===== config.mk =====
export PLATFORM = sky130hd
export DESIGN_NAME = alt_vipcts131_common_stream_output
export DESIGN_NICKNAME = d
export VERILOG_FILES = /design/src/rtl/alt_vipcts131_stream_pkg.sv /design/src/rtl/alt_vipcts131_common_stream_fifo.sv /design/src/rtl/alt_vipcts131_common_stream_output.sv
export SDC_FILE = /design/constraint.sdc
export NUM_CORES = 1
export LEC_CHECK = 0
export CORE_ASPECT_RATIO = 1.1
export CORE_MARGIN = 2
export CORE_UTILIZATION = 40
export CTS_CLUSTER_SIZE = 25
export DETAILED_ROUTE_END_ITERATION = 12
export GPL_TIMING_DRIVEN = 0
export HOLD_SLACK_MARGIN = 0.12
export PLACE_DENSITY = 0.65
export SKIP_LAST_GASP = 1
export SYNTH_ARGS = -nofsm -noshare
export SYNTH_HDL_FRONTEND = slang
export SYNTH_SLANG_ARGS = --single-unit

===== constraint.sdc =====
create_clock -name clk -period 5.2 [get_ports clk]
set_input_delay 1.04 -clock clk [delete_from_list [all_inputs] [get_ports clk]]
set_output_delay 1.04 -clock clk [all_outputs]
set_load 0.02 [all_outputs]

===== src/rtl/alt_vipcts131_stream_pkg.sv =====
// Shared definitions for the VIP common stream blocks: packet state encoding,
// output ready latency and statistics counter width.
package alt_vipcts131_stream_pkg;
  typedef enum logic {IDLE = 1'b0, IN_PKT = 1'b1} state_e;
  localparam int READY_LATENCY = 1;
  localparam int STATS_W       = 16;
endpackage


===== src/rtl/alt_vipcts131_common_stream_fifo.sv =====
// Circular beat buffer, DEPTH x WIDTH, with occupancy-derived full/empty.
// Head entry is presented combinationally on rdata_o.
module alt_vipcts131_common_stream_fifo #(
  parameter int WIDTH = 12,
  parameter int DEPTH = 4
) (
  input  logic             clk,
  input  logic             rst_n,
  input  logic             push_i,
  input  logic             pop_i,
  input  logic [WIDTH-1:0] wdata_i,
  output logic [WIDTH-1:0] rdata_o,
  output logic             full_o,
  output logic             empty_o
);
  localparam int AW = (DEPTH > 1) ? $clog2(DEPTH) : 1;
  localparam int CW = $clog2(DEPTH + 1);

  logic [WIDTH-1:0] mem_q [DEPTH];
  logic [AW-1:0]    wr_ptr_q, rd_ptr_q;
  logic [CW-1:0]    count_q, count_d;
  logic             do_push, do_pop;

  assign full_o  = (count_q == CW'(DEPTH));
  assign empty_o = (count_q == '0);
  assign rdata_o = mem_q[rd_ptr_q];
  assign do_push = push_i & ~full_o;
  assign do_pop  = pop_i & ~empty_o;

  always_comb begin
    count_d = count_q;
    case ({do_push, do_pop})
      2'b10:   count_d = count_q + CW'(1);
      2'b01:   count_d = count_q - CW'(1);
      default: count_d = count_q;
    endcase
  end

  always_ff @(posedge clk or negedge rst_n) begin
    if (!rst_n) begin
      wr_ptr_q <= '0;
      rd_ptr_q <= '0;
      count_q  <= '0;
    end else begin
      count_q <= count_d;
      if (do_push) wr_ptr_q <= (wr_ptr_q == AW'(DEPTH - 1)) ? '0 : wr_ptr_q + AW'(1);
      if (do_pop)  rd_ptr_q <= (rd_ptr_q == AW'(DEPTH - 1)) ? '0 : rd_ptr_q + AW'(1);
    end
  end

  // Storage needs no reset: entries are only read after being written.
  always_ff @(posedge clk) begin
    if (do_push) mem_q[wr_ptr_q] <= wdata_i;
  end
endmodule


===== src/rtl/alt_vipcts131_common_stream_output.sv =====
// VIP stream output stage: internal valid/ready to registered Avalon-ST (ready latency 1),
// gating new packets on enable. VIP_STREAM_OUTPUT_STATS_EN adds packet/stall counters.
module alt_vipcts131_common_stream_output
  import alt_vipcts131_stream_pkg::*;
#(
  parameter int DATA_WIDTH = 10,
  parameter int DEPTH      = 4
) (
  input  logic                  clk,
  input  logic                  rst_n,
  input  logic                  int_valid,
  output logic                  int_ready,
  input  logic [DATA_WIDTH-1:0] int_data,
  input  logic                  int_sop,
  input  logic                  int_eop,
  input  logic                  dout_ready,
  output logic                  dout_valid,
  output logic [DATA_WIDTH-1:0] dout_data,
  output logic                  dout_sop,
  output logic                  dout_eop,
  input  logic                  enable,
  output logic                  synced
`ifdef VIP_STREAM_OUTPUT_STATS_EN
  ,
  output logic [STATS_W-1:0]    pkt_count,
  output logic [STATS_W-1:0]    overflow_stall
`endif
);
  localparam int EW = DATA_WIDTH + 2;

  logic [EW-1:0]         head;
  logic                  full, empty, push, pop, head_eop;
  state_e                state_q, state_d;
  logic                  dv_q, sop_q, eop_q, synced_q;
  logic [DATA_WIDTH-1:0] data_q;

  assign int_ready = ~full;
  assign push      = int_valid & ~full;
  // enable only gates the start of a packet; an open packet always drains.
  assign pop       = dout_ready & ~empty & ((state_q == IN_PKT) | enable);
  assign head_eop  = head[DATA_WIDTH];

  alt_vipcts131_common_stream_fifo #(.WIDTH(EW), .DEPTH(DEPTH)) u_fifo (
    .clk     (clk),
    .rst_n   (rst_n),
    .push_i  (push),
    .pop_i   (pop),
    .wdata_i ({int_sop, int_eop, int_data}),
    .rdata_o (head),
    .full_o  (full),
    .empty_o (empty)
  );

  always_comb begin
    state_d = state_q;
    if (pop) state_d = head_eop ? IDLE : IN_PKT;
  end

  always_ff @(posedge clk or negedge rst_n) begin
    if (!rst_n) begin
      state_q  <= IDLE;
      dv_q     <= 1'b0;
      sop_q    <= 1'b0;
      eop_q    <= 1'b0;
      data_q   <= '0;
      synced_q <= 1'b1;
    end else begin
      state_q  <= state_d;
      dv_q     <= pop;
      synced_q <= (state_d == IDLE) & ~enable;
      if (pop) {sop_q, eop_q, data_q} <= head;
    end
  end

  assign dout_valid = dv_q;
  assign dout_data  = data_q;
  assign dout_sop   = sop_q;
  assign dout_eop   = eop_q;
  assign synced     = synced_q;

`ifdef VIP_STREAM_OUTPUT_STATS_EN
  logic [STATS_W-1:0] pkt_q, stall_q;

  always_ff @(posedge clk or negedge rst_n) begin
    if (!rst_n) begin
      pkt_q   <= '0;
      stall_q <= '0;
    end else begin
      if (pop & head_eop)                     pkt_q   <= pkt_q + STATS_W'(1);
      if (int_valid & full & (stall_q != '1)) stall_q <= stall_q + STATS_W'(1);
    end
  end

  assign pkt_count      = pkt_q;
  assign overflow_stall = stall_q;
`endif
endmodule


==> impl_metrics.py, run 1 <==
metrics = {
    "outcome": {
        "outcome": "finished, final reports clean",
    },
    "worst_setup_path": {
        "cp_max_fo": 10,
        "path_class": "in -> reg",
        "worstPathArrival_ps": 3310,
        "startpoint_type": "primary input",
        "crit_required_ps": 5460,
        "end_kind": "flop",
    },
    "sta": {
        "fin_setup_tns_ps": 0,
        "finalCritPeriodShare_pct": 58.55,
        "setup_violations": 0,
        "report.final.slew_viol_count": 0,
        "fin_skew_ps": 9.600,
        "fmax_mhz": 328.5,
        "hold_viol": 0,
        "tightestPinTransition_ps": 1035,
        "period_minus_slack_ps": 3045,
        "rsz0062_at_grt": "false",
        "worst_slack_ps": 2155,
        "slew_headroom_pct": 30.80,
    },
    "clock_network": {
        "clkSinkCount": 70,
        "cts_setup_buffers": 0,
        "clk_latency_ps": 340,
        "root_buffer": "clkbuf_8",
        "clockBufferDepth": 2,
        "ctsHoldBuffers": 0,
        "numCtsBuffers": 9,
        "clkTransAtPathRegs_ps": 70,
        "cts_tree": "done",
        "cts_resized": 0,
        "htreeDepth": 3,
    },
    "drt": {
        "wire_per_inst_um": 16.99,
        "vias_per_cell": 5.045,
        "drt_iter0_markers": 58,
        "first_pass_iters": 4,
        "drc_errors": 0,
        "wl_mm": 4.503,
        "routed-via-count": 1337,
        "ant_nets": 0,
    },
    "yosys": {
        "synth.distinct_cells": 29,
        "synthCells": 136,
        "synth-seq-cells": 70,
        "yosysWarnings": 0,
        "avgSynthCellArea_sq_um": 20.41,
        "synth_area_sq_um": 2776,
        "ys_seq_area_share_pct": 71.79,
        "synth_nets": 160,
    },
    "placed_design": {
        "hpwl_mm": 2.898,
        "io_buffers": 31,
        "globalplace.congestion": 0.7054,
        "dp_slack_ps": 1794,
    },
    "floorplanning": {
        "start_util_pct": 41.62,
        "io_pins": 32,
        "placement_rows": 31,
        "die-area_sq_um": 7624,
        "core_area_sq_um": 6671,
        "die_h_um": 91.38,
        "fp.dieW_um": 83.44,
    },
    "global_routing": {
        "antenna_found_initial": 0,
        "overflow": 0,
        "grt_pass1_vias": 1456,
        "grt.total_usage_pct": 13.03,
        "grt_max_degree": 23,
        "grt_pass1_wl_mm": 7.245,
    },
    "layout": {
        "num-fill-cells": 540,
        "synthToLayoutAreaGrowth_pct": 21.41,
        "layout.nets": 202,
        "diodes": 0,
        "drive_above_1_share_pct": 24.59,
    },
    "power_and_ir_drop": {
        "peakVddDrop_uv": 226.6,
        "p_leak_nw": 1.265,
        "p_per_area_nw_per_um2": 575.6,
    },
    "min_path": {
        "hold_class": "reg -> reg",
    },
    "run": {
        "maxCapViolCount": 0,
    },
}
final cells by class:
class	count	area, sq um	share of cell area [%]
Multi-Input combinational cell	56	726.9	21.57
Inverter	6	22.52	0.6682
Sequential cell	70	1993	59.13
Tap cell	82	102.6	3.044
Timing Repair Buffer	31	310.3	9.206
Clock inverter	1	5.005	0.1485
Buffer	4	33.78	1.002
Clock buffer	15	176.4	5.234
placed cells by master, fill, tap and decap left out, drive strengths merged:
master,count
a21oi,1
and2,1
and3,4
buf,4
clkbuf,15
clkdlybuf4s50,31
clkinv,1
dfrtp,21
dfstp,1
edfxtp,48
fa,1
ha,6
inv,6
mux2,15
mux2i,1
mux4,12
nand2,1
nor2,5
nor3,1
o21a,1
o21ai,2
or3b,2
xnor2,1
xor2,2
Yosys cell counts:
| cell type | count | share of area, % |
|---|---|---|
| xor2_1 | 2 | 0.63 |
| o21ai_0 | 1 | 0.18 |
| buf_4 | 1 | 0.27 |
| fa_1 | 1 | 0.72 |
| a21oi_1 | 1 | 0.18 |
| dfrtp_1 | 21 | 19 |
| or3b_4 | 1 | 0.41 |
| nor2_1 | 4 | 0.54 |
| nor2_2 | 1 | 0.23 |
| xnor2_1 | 1 | 0.32 |
| nor3_2 | 1 | 0.36 |
| o21a_1 | 1 | 0.27 |
| ha_1 | 6 | 2.7 |
| and2_4 | 1 | 0.32 |
| buf_6 | 2 | 0.81 |
| mux2_4 | 8 | 4.3 |
| mux4_2 | 9 | 7.3 |
| inv_1 | 6 | 0.81 |
| dfstp_2 | 1 | 0.95 |
| edfxtp_1 | 48 | 52 |
| and3_1 | 4 | 0.90 |
| mux2_2 | 6 | 2.4 |
| mux2i_1 | 1 | 0.36 |
| mux2_1 | 1 | 0.41 |
| or3b_1 | 1 | 0.32 |
| mux4_1 | 3 | 2.8 |
| o21ai_2 | 1 | 0.32 |
| nand2_1 | 1 | 0.14 |
| buf_1 | 1 | 0.14 |
power by group:
part / internal (mW) / total [mW] / switching (mW)
clock: 0.212 / 0.399 / 0.186
combinational: 0.376 / 0.690 / 0.315
sequential: 0.772 / 0.851 / 0.0792
stage by stage:
step	cell area (sq um)	instances	utilization, %	power (mW)	hold WS (ps)
after CTS	3371	265	50.53	1.969	465.4
after global routing	3371	265	50.53	2.050	473.6
final	3371	265	50.53	1.940	453.0
after floorplan	2776	136	-	1.320	423.5
after global placement	3189	249	47.81	1.530	438.3
after detailed placement	3189	249	47.81	1.565	456.2
final timing paths:
check / start / slack [ps] / cells past startpoint / endpoint
setup / recovery: enable / 2160 / 10 / u_fifo.count_q[2]
hold / removal: state_q / 450 / 1 / synced
setup reg to reg: u_fifo.count_q[0] / 2910 / 9 / u_fifo.count_q[2]
hold reg to reg: state_q / 450 / 1 / synced
max in group asynchronous: rst_n / 3300 / 1 / u_fifo.rd_ptr_q[1]
min in group asynchronous: rst_n / 1270 / 1 / u_fifo.count_q[2]
registers in the layout (all words and copies together) (netlist names):
| signal | cells |
|---|---|
| dout_data | 10 |
| synced | 1 |
| state_q | 1 |
| dout_eop | 1 |
| u_fifo.count_q | 3 |
| dout_sop | 1 |
| dout_valid | 1 |
| u_fifo.mem_q | 48 |
| u_fifo.rd_ptr_q | 2 |
| u_fifo.wr_ptr_q | 2 |
kinds of logic (layout without fill, tap and decap cells):
kind of cell             count (synthesis)  count (layout)  share of synthesized area (%)
flip-flops                              70              70                          71.79
multiplexers                            28              28                          17.67
AND/OR/NAND/NOR                         14              14                          3.199
buffers and inverters                   10              57                          2.028
adder cells (fa/ha/maj)                  7               7                          3.425
AO/OA/AOI/OAI                            4               4                         0.9462
XOR/XNOR                                 3               3                         0.9465
per-layer routing:
metal,GRT usage [%],routed length [um],vias to the layer above
met5,0,0,-
met4,6.452,106,0
met3,4.455,157,10
met2,22.31,2376,28
met1,14.49,1862,690
li1,-,-,609
critical path: stages:
cell,delay (ps)
clkdlybuf4s50_1,500
o21ai_2,100
nor2_2,300
buf_4,300
ha_1,210
inv_1,60
fa_1,370
xor2_1,150
nor2_1,110
xor2_1,160
No activity file was read; power rests on OpenSTA's default activity.
==> run 2: changes to the inputs <==
Clock period 5.2 ns to 3.1 ns, I/O delays scaled along.
==> results of run 2 <==
The final DEF is identical to that of run 1. Status: finished, final reports clean.
Main changes from that run: setup slack after placement 1794 ps -> 114.2 ps; setup slack after layout 2155 ps -> 475.4 ps; register-to-register setup slack 2910 ps -> 810 ps; total power 1.940 mW -> 3.254 mW; worst IR drop on VDD 226.6 uV -> 380.2 uV
